`src/rtl/jtframe_dwnld_sdram.sv`:
```
// ROM download consumer: decodes io-controller bytes into SDRAM bank/word/mask writes buffered by a small FIFO.
// Optional PROM bypass port enabled with `define JTFRAME_DWNLD_PROM_EN.
module jtframe_dwnld_sdram #(
  parameter logic [24:0] BA1_START   = 25'h040000,
  parameter logic [24:0] BA2_START   = 25'h080000,
  parameter logic [24:0] BA3_START   = 25'h0C0000,
  parameter int          FIFO_AW     = 2,
  parameter int          HOLD_CYCLES = 16
`ifdef JTFRAME_DWNLD_PROM_EN
  ,parameter logic [24:0] PROM_START = 25'h100000
`endif
) (
  input  logic        clk_rom,
  input  logic        rst,
  input  logic        downloading,
  input  logic [24:0] ioctl_addr,
  input  logic [7:0]  ioctl_data,
  input  logic        ioctl_wr,
  output logic [21:0] prog_addr,
  output logic [7:0]  prog_data,
  output logic [1:0]  prog_mask,
  output logic [1:0]  prog_bank,
  output logic        prog_we,
  input  logic        prog_rdy,
  output logic        dwnld_busy,
  output logic        overflow
`ifdef JTFRAME_DWNLD_PROM_EN
  ,output logic       prom_we,
  output logic [9:0]  prom_addr
`endif
);

  localparam int DEPTH = 1 << FIFO_AW;
  localparam int HW    = $clog2(HOLD_CYCLES) + 1;

  typedef enum logic [0:0] {S_IDLE = 1'b0, S_WAIT = 1'b1} state_t;

  logic [1:0]         bank_s;
  logic [22:0]        offset_s;
  logic [33:0]        entry_s;
  logic               is_prom_s;
  logic               dec_valid_r;
  logic [33:0]        dec_entry_r;
  logic [33:0]        mem_r [DEPTH];
  logic [FIFO_AW-1:0] wr_ptr_r, rd_ptr_r;
  logic [FIFO_AW:0]   cnt_r;
  state_t             state_r, state_nx_s;
  logic               pop_s, push_s, full_s, load_s;
  logic [33:0]        head_s;
  logic [HW-1:0]      hold_r;
  logic               idle_s;

  // Address decode: bank select and 23-bit in-bank offset (upper bits wrap away)
  always_comb begin
    bank_s   = 2'd0;
    offset_s = ioctl_addr[22:0];
    if (ioctl_addr < BA1_START) begin
      bank_s   = 2'd0;
      offset_s = ioctl_addr[22:0];
    end else if (ioctl_addr < BA2_START) begin
      bank_s   = 2'd1;
      offset_s = 23'(ioctl_addr - BA1_START);
    end else if (ioctl_addr < BA3_START) begin
      bank_s   = 2'd2;
      offset_s = 23'(ioctl_addr - BA2_START);
    end else begin
      bank_s   = 2'd3;
      offset_s = 23'(ioctl_addr - BA3_START);
    end
    entry_s = {bank_s, offset_s[22:1], (offset_s[0] ? 2'b01 : 2'b10), ioctl_data};
`ifdef JTFRAME_DWNLD_PROM_EN
    is_prom_s = ioctl_addr >= PROM_START;
`else
    is_prom_s = 1'b0;
`endif
  end

  // Decode pipeline register
  always_ff @(posedge clk_rom) begin
    if (rst) begin
      dec_valid_r <= 1'b0;
      dec_entry_r <= 34'd0;
    end else begin
      dec_valid_r <= ioctl_wr & ~is_prom_s;
      dec_entry_r <= entry_s;
    end
  end

  assign full_s = cnt_r == (FIFO_AW+1)'(DEPTH);
  assign pop_s  = (state_r == S_WAIT) & prog_rdy;
  // a full FIFO still accepts a byte when its head is retired in the same cycle
  assign push_s = dec_valid_r & (~full_s | pop_s);

  // FIFO storage, pointers, occupancy and sticky overflow
  always_ff @(posedge clk_rom) begin
    if (rst) begin
      wr_ptr_r <= '0;
      rd_ptr_r <= '0;
      cnt_r    <= '0;
      overflow <= 1'b0;
    end else begin
      if (push_s) begin
        mem_r[wr_ptr_r] <= dec_entry_r;
        wr_ptr_r        <= wr_ptr_r + FIFO_AW'(1);
      end
      if (pop_s) rd_ptr_r <= rd_ptr_r + FIFO_AW'(1);
      case ({push_s, pop_s})
        2'b10:   cnt_r <= cnt_r + (FIFO_AW+1)'(1);
        2'b01:   cnt_r <= cnt_r - (FIFO_AW+1)'(1);
        default: cnt_r <= cnt_r;
      endcase
      if (dec_valid_r & ~push_s) overflow <= 1'b1;
    end
  end

  // Write port state register
  always_ff @(posedge clk_rom) begin
    if (rst) state_r <= S_IDLE;
    else     state_r <= state_nx_s;
  end

  // Write port next state
  always_comb begin
    state_nx_s = state_r;
    case (state_r)
      S_IDLE: begin
        if (cnt_r != '0 || push_s) state_nx_s = S_WAIT;
        else                       state_nx_s = S_IDLE;
      end
      S_WAIT: begin
        if (pop_s) state_nx_s = (cnt_r > (FIFO_AW+1)'(1) || push_s) ? S_WAIT : S_IDLE;
        else       state_nx_s = S_WAIT;
      end
      default: state_nx_s = S_IDLE;
    endcase
  end

  // Write port load select; an empty FIFO forwards the byte being pushed
  always_comb begin
    load_s = 1'b0;
    head_s = dec_entry_r;
    case (state_r)
      S_IDLE: begin
        if (cnt_r != '0) begin
          load_s = 1'b1;
          head_s = mem_r[rd_ptr_r];
        end else if (push_s) begin
          load_s = 1'b1;
          head_s = dec_entry_r;
        end else begin
          load_s = 1'b0;
        end
      end
      S_WAIT: begin
        if (pop_s && cnt_r > (FIFO_AW+1)'(1)) begin
          load_s = 1'b1;
          head_s = mem_r[rd_ptr_r + FIFO_AW'(1)];
        end else if (pop_s && push_s) begin
          load_s = 1'b1;
          head_s = dec_entry_r;
        end else begin
          load_s = 1'b0;
        end
      end
      default: load_s = 1'b0;
    endcase
  end

  // Registered SDRAM write port (and PROM bypass when enabled)
  always_ff @(posedge clk_rom) begin
    if (rst) begin
      prog_bank <= 2'd0;
      prog_addr <= 22'd0;
      prog_mask <= 2'd0;
      prog_data <= 8'd0;
      prog_we   <= 1'b0;
`ifdef JTFRAME_DWNLD_PROM_EN
      prom_we   <= 1'b0;
      prom_addr <= 10'd0;
`endif
    end else begin
      prog_we <= state_nx_s == S_WAIT;
      if (load_s) {prog_bank, prog_addr, prog_mask, prog_data} <= head_s;
`ifdef JTFRAME_DWNLD_PROM_EN
      prom_we   <= ioctl_wr & is_prom_s;
      prom_addr <= 10'(ioctl_addr - PROM_START);
      if (ioctl_wr && is_prom_s && !load_s) prog_data <= ioctl_data;
`endif
    end
  end

  assign idle_s = ~downloading & (cnt_r == '0) & ~prog_we & ~dec_valid_r;

  // Busy flag with post-download hold counter
  always_ff @(posedge clk_rom) begin
    if (rst) begin
      dwnld_busy <= 1'b0;
      hold_r     <= '0;
    end else if (downloading) begin
      dwnld_busy <= 1'b1;
      hold_r     <= '0;
    end else if (!dwnld_busy || ioctl_wr || !idle_s) begin
      hold_r <= '0;
    end else if (hold_r == HW'(HOLD_CYCLES - 1)) begin
      dwnld_busy <= 1'b0;
      hold_r     <= '0;
    end else begin
      hold_r <= hold_r + HW'(1);
    end
  end

endmodule

```
`config.mk`:
```
export PLATFORM = sky130hd
export DESIGN_NAME = jtframe_dwnld_sdram
export DESIGN_NICKNAME = d
export VERILOG_FILES = /design/src/rtl/jtframe_dwnld_sdram.sv
export SDC_FILE = /design/constraint.sdc
export NUM_CORES = 1
export LEC_CHECK = 0
export BUFFER_PORTS_ARGS = -buffer_cell sky130_fd_sc_hd__clkbuf_2
export CAP_MARGIN = 20
export CORE_MARGIN = 5
export CORE_UTILIZATION = 35
export CTS_CLUSTER_DIAMETER = 150
export DETAILED_ROUTE_END_ITERATION = 12
export PLACE_DENSITY = 0.49
export SETUP_SLACK_MARGIN = 0.1
export SLEW_MARGIN = 20
export SYNTH_ARGS = -nofsm -noshare
export SYNTH_HDL_FRONTEND = slang
export SYNTH_SLANG_ARGS = --single-unit
```
`constraint.sdc`:
```
create_clock -name clk_rom -period 4.9 [get_ports clk_rom]
set_clock_uncertainty 0.05 [all_clocks]
set_input_delay 0.49 -clock clk_rom [delete_from_list [all_inputs] [get_ports clk_rom]]
set_output_delay 0.49 -clock clk_rom [all_outputs]
set_load 0.02 [all_outputs]
```
=== Word-level counts from Yosys, hierarchy flattened ===
Memories as Yosys holds them, arrays and structs flattened. A register that Yosys moved wholly into a read port is not among the register bits.
Index checks and enable logic that the tools add are counted.

* Bitwise gates (word level): 12
* Multiplexer cells: 26
* Reductions and logical operators: 16
* $lt $le $gt $ge: 4
* $add $sub $neg: 8
* Eq/ne operators: 5

{| class="wikitable"
|+ Operators with widths
! kind !! count
|-
| $mux 23 || 3
|-
| $mux 34 || 2
|-
| $pmux 34 s2 || 1
|-
| $lt 25x20->1 const B || 2
|-
| $sub 23x20->23 const B || 2
|-
| $lt 25x19->1 const B || 1
|-
| $sub 23x19->23 const B || 1
|-
| $mux 1 || 14
|-
| $and 1x1->1 || 6
|-
| $mux 2 || 3
|-
| $pmux 3 s2 || 1
|-
| $add 5x1->5 const B || 1
|-
| $eq 5x4->1 const B || 1
|-
| $not 1->1 || 5
|-
| $add 2x1->2 const B || 2
|-
| $logic_or 1x1->1 || 4
|-
| $pmux 1 s2 || 2
|-
| $reduce_bool 2->1 || 2
|-
| $reduce_or 4->1 || 1
|-
| $add 3x1->3 const B || 1
|-
| $eq 3x3->1 const B || 1
|-
| $gt 3x1->1 const B || 1
|-
| $logic_not 3->1 || 1
|-
| $reduce_bool 3->1 || 1
|-
| other kinds (10) || 12
|}

* Logic and storage cells: 87
* Bits in registers: 84
* Memories kept: 1
* Bits in writable memories: 136

{| class="wikitable"
|+ Memory list
! name !! words !! bits a word !! rd ports !! clocked after memory_dff !! write ports !! RTL line !! text
|-
| mem_r || 4 || 34 || 2 || 1 || 1 || 44 || <nowiki>logic [33:0] mem_r [DEPTH];</nowiki>
|}

=== Depth between registers and ports, before layout ===
* Depth in word-level cells: 8
* Gate-level depth with buffers: 8
* Depth with buffers taken out: 6

=== Worst setup path after synthesis ===
OpenSTA, ideal clock, no wires.

* Kind: flip-flop to flip-flop
* Start: register prog_we (netlist name)
* End: memory mem_r[0][0], enable pin
* Buffers on the path: 1
* Required time: 4456 ps
* Data arrival time: 1986 ps
* Clock period less this slack: 2430 ps
* Slack: 2470 ps
* Library setup time: 394 ps
* Stages on the path, launching flop included: 6
* Cells stage by stage: dfxtp_1 -> buf_4 -> and2_1 -> o21ai_1 -> nor2_1 -> and2_1

{| class="wikitable"
|+ RTL lines
! item !! RTL line
|-
| end, declared || 44
|}

=== Worst setup path after layout ===
* Start: register cnt_r[0]
* End: memory mem_r[3][21], enable pin

* Longest elaborated chain between the ends: 7

{| class="wikitable"
|+ Ends and longest elaborated chain
! item !! RTL line !! text
|-
| start, declared || 46 || <nowiki>logic [FIFO_AW:0] cnt_r;</nowiki>
|-
| start signal, assigned || 108 || <nowiki>2'b10: cnt_r <= cnt_r + (FIFO_AW+1)'(1);</nowiki>
|-
| start signal, assigned || 109 || <nowiki>2'b01: cnt_r <= cnt_r - (FIFO_AW+1)'(1);</nowiki>
|-
| start signal, assigned || 110 || <nowiki>default: cnt_r <= cnt_r;</nowiki>
|-
| $eq 3x3->1 || 89 || <nowiki>assign full_s = cnt_r == (FIFO_AW+1)'(DEPTH);</nowiki>
|-
| $not 1->1 || 92 || <nowiki>assign push_s = dec_valid_r & (~full_s | pop_s);</nowiki>
|-
| $or 1x1->1 || 92 ||
|-
| $and 1x1->1 || 92 ||
|-
| $mux 1 || 102 || <nowiki>if (push_s) begin</nowiki>
|-
| $mux 1 || 96 || <nowiki>if (rst) begin</nowiki>
|-
| $mux 1 (implied by the code) || 103 || <nowiki>mem_r[wr_ptr_r] <= dec_entry_r;</nowiki>
|}

Every way passes these cells.

==> impl_metrics.yaml <==
sta:
  max_slew_margin_pct: 25.5
  finalCritPeriodShare_pct: 50.5
  finalHoldViolCount: 0
  fin_hold_ws_ns: 0.0950
  worstMarginPinSlew_ns: 1.12
  post-route-min-period_ns: 2.48
  setup_violations: 0
  max_clock_freq_mhz: 404
  finalMaxSlewViolations: 0
  rsz0062_at_grt: "false"
  setup_tns_ns: 0
power:
  switchingPower_mw: 1.63
  power_switching_share_pct: 30.7
  power_frac_seq_pct: 43.3
  leakage_nw: 3.85
  clock_power_share_pct: 32.9
  power_frac_comb_pct: 23.8
  power.density_nw_per_um2: 469
  internal_power_mw: 3.68
  power_mw: 5.32
  ir_drop_uv: 217
place:
  place_congestion: 0.715
  dp_cells: 1080
  hpwl_mm: 14.9
  io_buffers: 74
global_routing:
  grt_pass1_wl_mm: 39.0
  grt_max_degree: 69
  antenna_found_initial: 0
  grt_pass1_vias: 6777
  grt_overflow: 0
  grtUsageTotal_pct: 15.8
synthesis:
  async_flop_share_pct: 0
  ys.flop_type: "edfxtp_1"
  synth_edf_count: 136
  synth_cells: 665
  yosysUniqueCellTypes: 61
  ys_seq_area_share_pct: 58.8
  netlist_area_sq_um: 9880
  synth.avg_cell_area_sq_um: 14.9
  synth_warnings: 0
  synthesis.nets: 718
  ys_seq_elements: 222
final_layout:
  area_growth_pct: 14.7
  seq_area_sq_um: 5810
  diodes: 0
  multi_input_area_sq_um: 3740
  finalNetCount: 782
  fillers: 2549
  instances_no_fill: 1125
  drive_above_1_share_pct: 28.8
outcome:
  status: "complete, no violations"
detailed_routing:
  drcViolationCount: 0
  vias: 6258
  drt_iter0_drc: 373
  post_drt_wl_per_cell_um: 22.2
  wirelength_mm: 24.9
  ant_nets: 0
  routed_via_density: 5.56
  first_pass_iters: 5
die:
  die_w_um: 178
  fp-row-count: 61
  initial_core_util_pct: 35.5
  die-area_sq_um: 31700
  die_h_um: 178
  io_pins: 75
  coreArea_sq_um: 27900
cts:
  clock_path_buffers: 3
  insertion_delay_ns: 0.51
  htreeDepth: 1
  clkTransAtPathRegs_ns: 0.06
  root_buffer: "clkbuf_16"
  cts_resized: 0
  cts_tree: "done"
  cts_hold_buffers: 0
  postCtsSetupBuffers: 0
  cts_buffers: 25
  cts.sinks: 222
worst_setup_path:
  worstPathCellList: "inv_1, ha_1, nand2_1, o21ai_1, nor2_1, and2_2, buf_4"
  r2r_cells: 7
  timing.rr.end: "mem_r[3][21]"
  crit_path_max_fanout: 19
  r2r-start: "cnt_r[0]"
  arrival_ns: 2.63
  end_kind: "flip-flop"
  critPathKind: "reg -> reg"
  critPathTopFamily: "simple AND/OR/NAND/NOR gates"
  required_ns: 5.05
  cp-start-kind: "flip-flop"
  worst_path_largest_cell_delay_ns: 0.56
  slowest_stage: "and2_2"
  cp_num_buf_inv: 2
  r2r_slack_ns: 2.42
worst_hold_path:
  whs_endpoint: "dec_entry_r[9]"
  hp-start: "ioctl_addr[0]"
  hp-class: "in -> reg"
  holdPathStages: 2
run:
  cap_viol_max_count: 0
[cells by family (layout without fill, tap and decap cells)]
family | Yosys count | after routing | share of synthesized area (%)
flops | 222 | 222 | 58.8
simple gates | 112 | 112 | 6.09
compound gates | 153 | 153 | 11.6
mux | 91 | 91 | 17.6
buf+inv | 66 | 148 | 3.52
xor+xnor | 6 | 6 | 0.532
fa+ha+maj | 15 | 15 | 1.90
[power groups by stage]
stage | sequential [mW] | clock, mW | combinational [mW]
after floorplan | 2.39 | 0 | 0.822
after global placement | 2.34 | 0 | 1.26
after detailed placement | 2.35 | 0 | 1.28
after CTS | 2.31 | 1.81 | 1.28
after global routing | 2.33 | 1.88 | 1.36
final | 2.30 | 1.75 | 1.27
[worst max-delay path by stage]
stage | end | cells past startpoint | start | slack [ns]
after floorplan | mem_r[0][0] | 5 | prog_we | 2.47
after global placement | mem_r[3][27] | 7 | cnt_r[0] | 2.06
after detailed placement | mem_r[3][27] | 7 | cnt_r[0] | 1.98
final | mem_r[3][21] | 7 | cnt_r[0] | 2.42
after CTS | mem_r[3][21] | 7 | cnt_r[0] | 1.96
after global routing | mem_r[3][20] | 7 | cnt_r[1] | 2.22
[cell usage after synthesis, types with 2 or more instances]
| library cell | instances | area share (%) |
|---|---|---|
| xnor2_1 | 4 | 0.35 |
| o2111ai_1 | 5 | 0.44 |
| buf_2 | 18 | 0.91 |
| nand2b_1 | 4 | 0.25 |
| buf_6 | 3 | 0.34 |
| edfxtp_1 | 136 | 41 |
| or3_1 | 5 | 0.32 |
| o21ai_1 | 3 | 0.15 |
| nor2_1 | 19 | 0.72 |
| nand2_1 | 20 | 0.76 |
| o31ai_1 | 10 | 0.76 |
| a22o_1 | 19 | 1.7 |
| mux2i_1 | 13 | 1.3 |
| mux2_4 | 5 | 0.76 |
| a22oi_1 | 10 | 0.76 |
| nand3_1 | 12 | 0.61 |
| o21bai_1 | 2 | 0.15 |
| a221oi_1 | 2 | 0.18 |
| a31oi_1 | 11 | 0.70 |
| o21ai_0 | 20 | 1.0 |
| nor2b_1 | 29 | 1.8 |
| buf_1 | 6 | 0.23 |
| a21oi_1 | 28 | 1.4 |
| a211oi_1 | 5 | 0.38 |
| clkbuf_1 | 18 | 0.68 |
| buf_12 | 2 | 0.41 |
| o221a_1 | 19 | 2.2 |
| inv_1 | 12 | 0.46 |
| ha_1 | 15 | 1.9 |
| a311oi_1 | 7 | 0.62 |
| and3_1 | 2 | 0.13 |
| and2_1 | 5 | 0.32 |
| mux4_2 | 62 | 14 |
| dfxtp_1 | 86 | 17 |
| buf_4 | 5 | 0.38 |
| nor3_1 | 8 | 0.41 |
| xor2_1 | 2 | 0.18 |
| mux2_2 | 10 | 1.1 |
[per-layer routing]
layer  track usage, %  up-vias  wire, um  share of wire [%]
li1                 -     2783         -                  -
met4             3.74        0       460                1.8
met2             27.3      152     12300                 49
met5                0        -         0                  0
met3             2.27       32      1060                4.3
met1             21.1     3291     11100                 45
[layout by cell type (no fill, tap or decap), drive strengths merged, types with 2 or more instances in the layout]
| cell | instances |
|---|---|
| a22o | 19 |
| nand3 | 12 |
| inv | 13 |
| nor2b | 29 |
| nor3 | 8 |
| o2111ai | 5 |
| clkinv | 8 |
| mux2i | 13 |
| or3 | 5 |
| clkinvlp | 5 |
| o21bai | 2 |
| bufinv | 2 |
| buf | 16 |
| dfxtp | 86 |
| a22oi | 10 |
| a311oi | 7 |
| o221a | 19 |
| a211oi | 5 |
| and2 | 5 |
| edfxtp | 136 |
| clkbuf | 104 |
| mux2 | 15 |
| and3 | 2 |
| o21ai | 23 |
| a221oi | 2 |
| a21oi | 30 |
| xor2 | 2 |
| ha | 15 |
| a21o | 2 |
| nor3b | 2 |
| nand2b | 4 |
| nand2 | 21 |
| nor2 | 20 |
| a31oi | 11 |
| o31ai | 10 |
| mux4 | 63 |
| xnor2 | 4 |
[final cells by class]
class                      instances  share of cell area, %
clock inverter                    15                   1.12
sequential                       222                   51.3
inverter                          13                  0.431
clock buffer                      30                   5.69
multi-input combinational        377                   33.0
timing repair buffer              90                   4.33
tap                              378                   4.17
[through the flow]
step	setup slack [ns]	cell area, sq um	util, %
after floorplan	2.47	9880	-
after global placement	2.06	10500	37.9
after detailed placement	1.98	10500	37.9
after CTS	1.96	11300	40.6
after global routing	2.22	11300	40.7
final	2.42	11300	40.7
[state kept, by name (all words and copies together) (netlist names), named ones only]
name         cells
mem_r          136
dec_entry_r     34
prog_addr       22
prog_data        8
hold_r           5
cnt_r            3
prog_bank        2
prog_mask        2
rd_ptr_r         2
wr_ptr_r         2
dec_valid_r      1
dwnld_busy       1
overflow         1
prog_we          1
(Power assumes the default switching activity.)
